File: src/rtl/wb_host_pkg.sv
// Shared types and constants for the Wishbone host-side initiator.
package wb_host_pkg;
  typedef enum logic [1:0] {IDLE, BUS, RESP} state_t;

  localparam int unsigned RSP_ERR_DATA   = 0;
  localparam int          DEF_ADR_W      = 32;
  localparam int          DEF_DAT_W      = 32;
  localparam int          DEF_TIMEOUT    = 255;
endpackage

File: src/rtl/wb_timeout_counter.sv
// Saturating bus-cycle counter; flags the last permitted cycle before abort.
module wb_timeout_counter #(
  parameter int TIMEOUT_CYCLES = 255
) (
  input  logic wb_clk_i,
  input  logic wb_rst_i,
  input  logic en,
  input  logic clr,
  output logic expired
);
  localparam int CW = (TIMEOUT_CYCLES > 0) ? $clog2(TIMEOUT_CYCLES + 1) : 1;

  generate
    if (TIMEOUT_CYCLES == 0) begin : g_off
      logic unused_in;
      assign unused_in = en ^ clr;
      assign expired   = 1'b0;
    end else begin : g_on
      logic [CW-1:0] cnt;
      always_ff @(posedge wb_clk_i or posedge wb_rst_i) begin
        if (wb_rst_i)                    cnt <= '0;
        else if (clr)                    cnt <= '0;
        else if (en && (cnt != {CW{1'b1}})) cnt <= cnt + 1'b1;
      end
      // Counter holds k-1 during the k-th bus cycle, so this fires on cycle TIMEOUT_CYCLES.
      assign expired = (cnt == CW'(TIMEOUT_CYCLES - 1));
    end
  endgenerate
endmodule

File: src/rtl/wb_host_master.sv
// Valid/ready command stream to Wishbone classic single transfers, with ack timeout.
module wb_host_master
  import wb_host_pkg::*;
#(
  parameter int TIMEOUT_CYCLES = DEF_TIMEOUT,
  parameter int ADR_W          = DEF_ADR_W,
  parameter int DAT_W          = DEF_DAT_W
) (
  input  logic               wb_clk_i,
  input  logic               wb_rst_i,
  input  logic               cmd_valid,
  output logic               cmd_ready,
  input  logic               cmd_we,
  input  logic [ADR_W-1:0]   cmd_adr,
  input  logic [DAT_W-1:0]   cmd_dat,
  input  logic [DAT_W/8-1:0] cmd_sel,
  output logic               rsp_valid,
  input  logic               rsp_ready,
  output logic [DAT_W-1:0]   rsp_dat,
  output logic               rsp_err,
  output logic               wbm_cyc_o,
  output logic               wbm_stb_o,
  output logic               wbm_we_o,
  output logic [DAT_W/8-1:0] wbm_sel_o,
  output logic [ADR_W-1:0]   wbm_adr_o,
  output logic [DAT_W-1:0]   wbm_dat_o,
  input  logic [DAT_W-1:0]   wbm_dat_i,
  input  logic               wbm_ack_i
);
  state_t state;
  logic   expired;
  logic   rsp_done;

  assign cmd_ready = (state == IDLE);
  assign rsp_done  = (state == RESP) && rsp_ready;

  wb_timeout_counter #(.TIMEOUT_CYCLES(TIMEOUT_CYCLES)) u_tmo (
    .wb_clk_i (wb_clk_i),
    .wb_rst_i (wb_rst_i),
    .en       (state == BUS),
    .clr      (rsp_done),
    .expired  (expired)
  );

  always_ff @(posedge wb_clk_i or posedge wb_rst_i) begin
    if (wb_rst_i) begin
      state     <= IDLE;
      wbm_cyc_o <= 1'b0;
      wbm_stb_o <= 1'b0;
      wbm_we_o  <= 1'b0;
      wbm_sel_o <= '0;
      wbm_adr_o <= '0;
      wbm_dat_o <= '0;
      rsp_valid <= 1'b0;
      rsp_err   <= 1'b0;
      rsp_dat   <= '0;
    end else begin
      case (state)
        IDLE: if (cmd_valid) begin
          wbm_we_o  <= cmd_we;
          wbm_adr_o <= cmd_adr;
          wbm_dat_o <= cmd_dat;
          wbm_sel_o <= cmd_sel;
          wbm_cyc_o <= 1'b1;
          wbm_stb_o <= 1'b1;
          state     <= BUS;
        end
        BUS: begin
          // Ack takes priority over a timeout landing in the same cycle.
          if (wbm_ack_i) begin
            rsp_dat   <= wbm_we_o ? '0 : wbm_dat_i;
            rsp_err   <= 1'b0;
            rsp_valid <= 1'b1;
            wbm_cyc_o <= 1'b0;
            wbm_stb_o <= 1'b0;
            state     <= RESP;
          end else if (expired) begin
            rsp_dat   <= DAT_W'(RSP_ERR_DATA);
            rsp_err   <= 1'b1;
            rsp_valid <= 1'b1;
            wbm_cyc_o <= 1'b0;
            wbm_stb_o <= 1'b0;
            state     <= RESP;
          end
        end
        RESP: if (rsp_ready) begin
          rsp_valid <= 1'b0;
          rsp_err   <= 1'b0;
          state     <= IDLE;
        end
        default: state <= IDLE;
      endcase
    end
  end
endmodule

File: config.mk
export PLATFORM = sky130hd
export DESIGN_NAME = wb_host_master
export DESIGN_NICKNAME = d
export VERILOG_FILES = /design/src/rtl/wb_host_pkg.sv /design/src/rtl/wb_timeout_counter.sv /design/src/rtl/wb_host_master.sv
export SDC_FILE = /design/constraint.sdc
export NUM_CORES = 1
export LEC_CHECK = 0
export ABC_AREA = 1
export CORE_ASPECT_RATIO = 1.75
export CORE_UTILIZATION = 40
export DETAILED_ROUTE_END_ITERATION = 7
export GPL_ROUTABILITY_DRIVEN = 0
export PLACE_DENSITY = 0.78
export SYNTH_ARGS = -nofsm -noshare
export SYNTH_HDL_FRONTEND = slang
export SYNTH_SLANG_ARGS = --single-unit
File: constraint.sdc
create_clock -name wb_clk_i -period 7.8 [get_ports wb_clk_i]
set_input_delay 0.78 -clock wb_clk_i [delete_from_list [all_inputs] [get_ports wb_clk_i]]
set_output_delay 0.78 -clock wb_clk_i [all_outputs]
set_load 0.02 [all_outputs]
======== Yosys cells after proc, flatten, opt, wreduce, memory -nomap -nowiden ========
Cells that the tools add are included.
operators by class
  $add $sub $neg .......................... 1
  equality and inequality tests ........... 7
  mux-type cells .......................... 20
  reductions and logical operators ........ 12
operators with widths
  kind                                                                    count
  32-bit two-way mux                                                      3
  8-bit two-way mux                                                       2
  3-bit AND reduction                                                     3
  8-bit by 1-bit adder with 8-bit output (second input constant)          1
  8-bit equality test (second input constant)                             1
  2-bit two-way mux                                                       4
  8-bit inequality test (second input constant)                           1
  2-bit nonzero test                                                      4
  1-bit two-way mux                                                       7
  1-bit one-hot mux with 2 select lines                                   3
  2-bit one-hot mux with 3 select lines                                   1
  2-bit inequality test (second input constant)                           2
  2-bit AND reduction                                                     2
  3-bit inequality test (second input constant)                           1
  2-bit by 1-bit equality test with 1-bit output (second input constant)  1
  2-bit equality test (second input constant)                             1
  1-bit logical AND                                                       2
  2-bit logical NOT                                                       1
word-level totals
  register bits after elaboration ......... 114
  input port bits ......................... 106
  output and inout port bits .............. 106
  word-level logic and storage cells ...... 50

======== Longest topological paths before layout ========
  depth in word-level cells ............... 4
  mapped depth ............................ 11
  gate-level depth less buffers ........... 9

======== Cells and area by module ========
A second synthesis with hierarchy kept.
second synthesis, totals
  cell total of the unflattened synthesis .. 546
  area, all modules ....................... 4,773.3 µm²
by module, submodules not included
  module              times used  cells each  area each (µm²)  sequential area each (µm²)
  wb_host_master      1           469         4,239.1          2,652.5
  wb_timeout_counter  1           77          534.3            200.2

======== Least setup slack after synthesis ========
No wires, ideal clock.
  path kind ............................... input to register
  start point ............................. input wbm_ack_i
  end point ............................... register rsp_dat[15]
  setup time .............................. 0.074 ns
  arrival ................................. 1.512 ns
  data required time ...................... 7.726 ns
  setup slack ............................. 6.214 ns
  stages on the path ...................... 5
  path buffers ............................ 1
  cell sequence ........................... inv_1 nor2_1 clkbuf_1 nand2_1 o21ai_2
on the way
  longest elaborated chain between the ends .. 2
  elaborated cells on any way between the ends .. 3
  those cells by class .................... mux (1); reduce/logical (2)
ends and longest elaborated chain
  element                        line                  RTL
  start, declared                wb_host_master.sv:28  input logic wbm_ack_i
  2-bit nonzero test (no line)   -
  2-bit AND reduction (no line)  -
  end signal, assigned           wb_host_master.sv:71  rsp_dat <= wbm_we_o ? '0 : wbm_dat_i;
  end signal, assigned           wb_host_master.sv:78  rsp_dat <= DAT_W'(RSP_ERR_DATA);
  end, declared                  wb_host_master.sv:19  output logic [DAT_W-1:0] rsp_dat,
Parallel ways exist; a longest one is shown, timed or not.
A chain may end at the register's enable or synchronous reset.

======== Worst setup path in the final report ========
  start point ............................. register state[1]
  end point ............................... output cmd_ready
on the way
  longest elaborated chain between the ends .. 1
ends and longest elaborated chain
  element                 line                  RTL
  start, declared         wb_host_master.sv:30  state_t state;
  start signal, assigned  wb_host_master.sv:47  state <= IDLE;
  start signal, assigned  wb_host_master.sv:66  state <= BUS;
  start signal, assigned  wb_host_master.sv:76  state <= RESP;
  2-bit logical NOT       wb_host_master.sv:34  assign cmd_ready = (state == IDLE);
  end, declared           wb_host_master.sv:12  output logic cmd_ready,
Every way passes these cells.

==> impl_results.md <==
- Worst relative slew slack: 23.7%
- Max Buffers Root-to-Sink: 2
- Via Count: 3681
- Critical Path End Type: output pin
- Psw: 0.00118 W
- Site Rows: 51
- FF+latch area: 0.00285 mm2
- Max Clock Freq: 0.415 GHz
- Largest net degree at the start of global routing: 69
- Worst vdd ir: 287 uV
- Outcome: completed
- H-Tree Depth: 4
- Max-slew violations: 0
- Fin nets: 709
- Pwr dens: 456 mW/mm2
- Routed len/inst: 15.8 um
- LEAKAGE: 3.17 nW
- Final setup fails: 0
- Clock Latency Late Sink: 0.40 ns
- Post-DRT Antenna Nets: 0
- WS Path Type: register to output pin
- Critical path startpoint category: register
- Initial antenna violation count: 0
- Global-route total usage across every layer: 20.3%
- CTS buffer count: 17
- Starting Density: 41.3%
- Non-filler instance count after layout: 746
- # clock sinks: 114
- Worst R2R Setup Slack: 5.60 ns
- Fillers: 855
- Final Hold Fails: 0
- Die Span Y: 144 um
- Delay-heaviest family, CP: buffers and inverters
- Commonest cells post-synth: dfrtp_1 (114), nand2_1 (101), mux2_2 (69)
- Mapped Area: 0.00461 mm2
- DR iter-0 viols: 151
- R2R depth: 8
- Syn Area/Cell: 11.9 um2
- R2r startpoint: u_tmo.g_on.cnt[0]
- P&R area growth vs syn: 60.2%
- DRT Wirelength: 11800 um
- Synth Flop Type: dfrtp_1
- Post-cts gate resize count: 0
- Final setup TNS: 0 ns
- CTS tree: yes
- #FFs+latches synth: 114
- Largest area contributor in the netlist: dfrtp_1
- Sw frac: 35.1%
- Number of synthesized flops with an enable pin: 0
- Worst Path Required: 7.02 ns
- Die area: 0.0120 mm2
- Comb pwr share: 44.8%
- Cells after Synth: 387
- Clock transition at path regs: 0.05 ns
- GRT overflow: 0
- Critical R2R Capture: rsp_dat[4]
- Crit path cell chain: nor2_1 -> clkdlybuf4s50_1
- CP max stage delay: 0.64 ns
- WP depth: 2
- Maximum fanout along the worst path: 4
- Tmin final: 2.41 ns
- Number of setup buffers added after CTS: 0
- Ant diodes: 0
- I/O pin total: 212
- Drc violations: 0
- Yosys warns: 0
- Setup Skew: 0.0103 ns
- Internal cell power: 0.00219 W
- Critical path startpoint: state[1]
- FFs w/ async S/R, synth: 100%
- Share of the yosys chip area belonging to registers: 61.9%
- Bufs and invs on worst path: 1
- Core footprint: 0.0112 mm2
- Hold WC Path Type: register to register
- Top-count cell post-synth: dfrtp_1
- Worst slew pin tran: 1.14 ns
- Number of global-route vias before repair: 3877
- Post-synthesis net count: 495
- Multi-input logic area: 0.00155 mm2
- Final period util: 30.9%
- Clock network power share: 24.2%
- Post-synth top area share: 61.9%
- Dpl cells: 714
- First-pass detailed-route iteration total: 4
- Worst Setup EP: cmd_ready
- Global-route wire length before repair: 18800 um
- Root Driver: clkbuf_16
- Slowest CP cell: clkdlybuf4s50_1
- # hold bufs at CTS: 0
- Buffers on Ports: 211
- RSZ-0062 raised after global routing: no
- Top cells by area, synth: dfrtp_1 (62%), mux2_2 (17%), nand2_1 (8.2%), buf_6 (2.4%), o21ai_0 (1.8%)
- Reg power frac: 31.0%
- Share of layout cells above drive strength 1: 18.6%
- Synth cell types: 20
- DPL Wire Length: 8700 um
- Arr. time, crit path: 1.63 ns
- Vias per cell: 4.93
- Max cap viols: 0
- Die W: 83.2 um
## cells by family after synthesis
logic type,Yosys count,share of synthesized area [%]
XOR/XNOR,2,0.380
AND/OR/NAND/NOR,126,10.9
AO/OA/AOI/OAI,40,4.86
multiplexers,69,16.9
flip-flops,114,61.9
buffers and inverters,34,4.56
adder cells (fa/ha/maj),2,0.543
## sequential cells by signal, indices dropped and copies added, names as in the netlist
name / cells
rsp_dat: 32
rsp_err: 1
rsp_valid: 1
state: 2
u_tmo.g_on.cnt: 8
wbm_adr_o: 32
wbm_dat_o: 32
wbm_sel_o: 4
wbm_stb_o: 1
wbm_we_o: 1
## per-stage QoR
| step | setup slack [ns] | hold WS, ns | util, % | instance area [um2] | power [W] |
|---|---|---|---|---|---|
| after floorplan | 4.00 | 0.493 | - | 4610 | 0.00186 |
| after global placement | 5.13 | 0.466 | 60.5 | 6760 | 0.00253 |
| after detailed placement | 5.13 | 0.469 | 60.5 | 6760 | 0.00257 |
| after CTS | 5.37 | 0.482 | 66.1 | 7380 | 0.00341 |
| after global routing | 5.29 | 0.510 | 66.1 | 7380 | 0.00355 |
| final | 5.39 | 0.479 | 66.1 | 7380 | 0.00337 |
## worst register-to-register path, stage by stage (launching register included)
cell,delay (ns)
dfrtp_1,0.41
inv_1,0.13
ha_1,0.16
inv_1,0.04
nor2_1,0.09
nand2_1,0.06
nand2_1,0.09
nand2_2,0.62
o21ai_0,0.50
## routing by layer
layer | global-route usage, % | wire length, um | up-vias
met3 | 5.99 | 636 | 26
met2 | 37.1 | 6620 | 151
li1 | - | - | 1708
met1 | 21.4 | 4220 | 1796
met5 | 0 | 0 | -
met4 | 9.53 | 333 | 0
## area by class of cell
cell class              instances  share of cell area [%]
inverters                      16                   0.847
multi-input cells             239                    21.0
clock inverters                13                    2.49
flip-flops and latches        114                    38.6
clock buffers                  19                    6.00
well taps                     132                    2.24
repair buffers                213                    28.8
## cells in the final DEF (no fill, tap or decap)
master / Yosys / layout
inv_6: 0 / 1
nand3_1: 7 / 7
ha_1: 2 / 2
xor2_1: 2 / 2
o21ai_1: 14 / 14
bufinv_16: 0 / 4
o22ai_1: 1 / 1
nor2_2: 0 / 1
buf_4: 1 / 2
clkinv_4: 0 / 2
clkdlybuf4s50_1: 0 / 211
a21oi_1: 2 / 2
clkinvlp_4: 0 / 3
mux2_2: 69 / 69
o21ai_2: 6 / 6
clkbuf_1: 4 / 1
inv_1: 16 / 15
clkinv_2: 0 / 3
nand2_1: 101 / 101
clkbuf_8: 0 / 1
o21ai_0: 17 / 17
nand4_1: 3 / 3
inv_4: 0 / 1
dfrtp_1: 114 / 114
nor2_1: 11 / 10
clkbuf_16: 0 / 17
nor2_4: 1 / 1
nand2_2: 3 / 3
## power groups by stage
stage | combinational (W) | clock [W] | sequential, W
CTS | 0.00153 | 0.000833 | 0.00105
floorplan | 0.000480 | 0 | 0.00138
global route | 0.00160 | 0.000865 | 0.00108
finish | 0.00151 | 0.000814 | 0.00105
global placement | 0.00149 | 0 | 0.00104
detailed placement | 0.00152 | 0 | 0.00105
## worst min-delay path by stage
stage | from | end | slack (ns) | cells past startpoint
finish | rsp_dat[18] | rsp_dat[18] | 0.48 | 2
global route | rsp_dat[19] | rsp_dat[19] | 0.51 | 2
CTS | rsp_dat[15] | rsp_dat[15] | 0.48 | 2
detailed placement | rsp_dat[15] | rsp_dat[15] | 0.47 | 2
global placement | rsp_valid | rsp_valid | 0.47 | 2
floorplan | u_tmo.g_on.cnt[7] | u_tmo.g_on.cnt[7] | 0.49 | 2
Note: power is estimated with default switching activity, not from simulation.
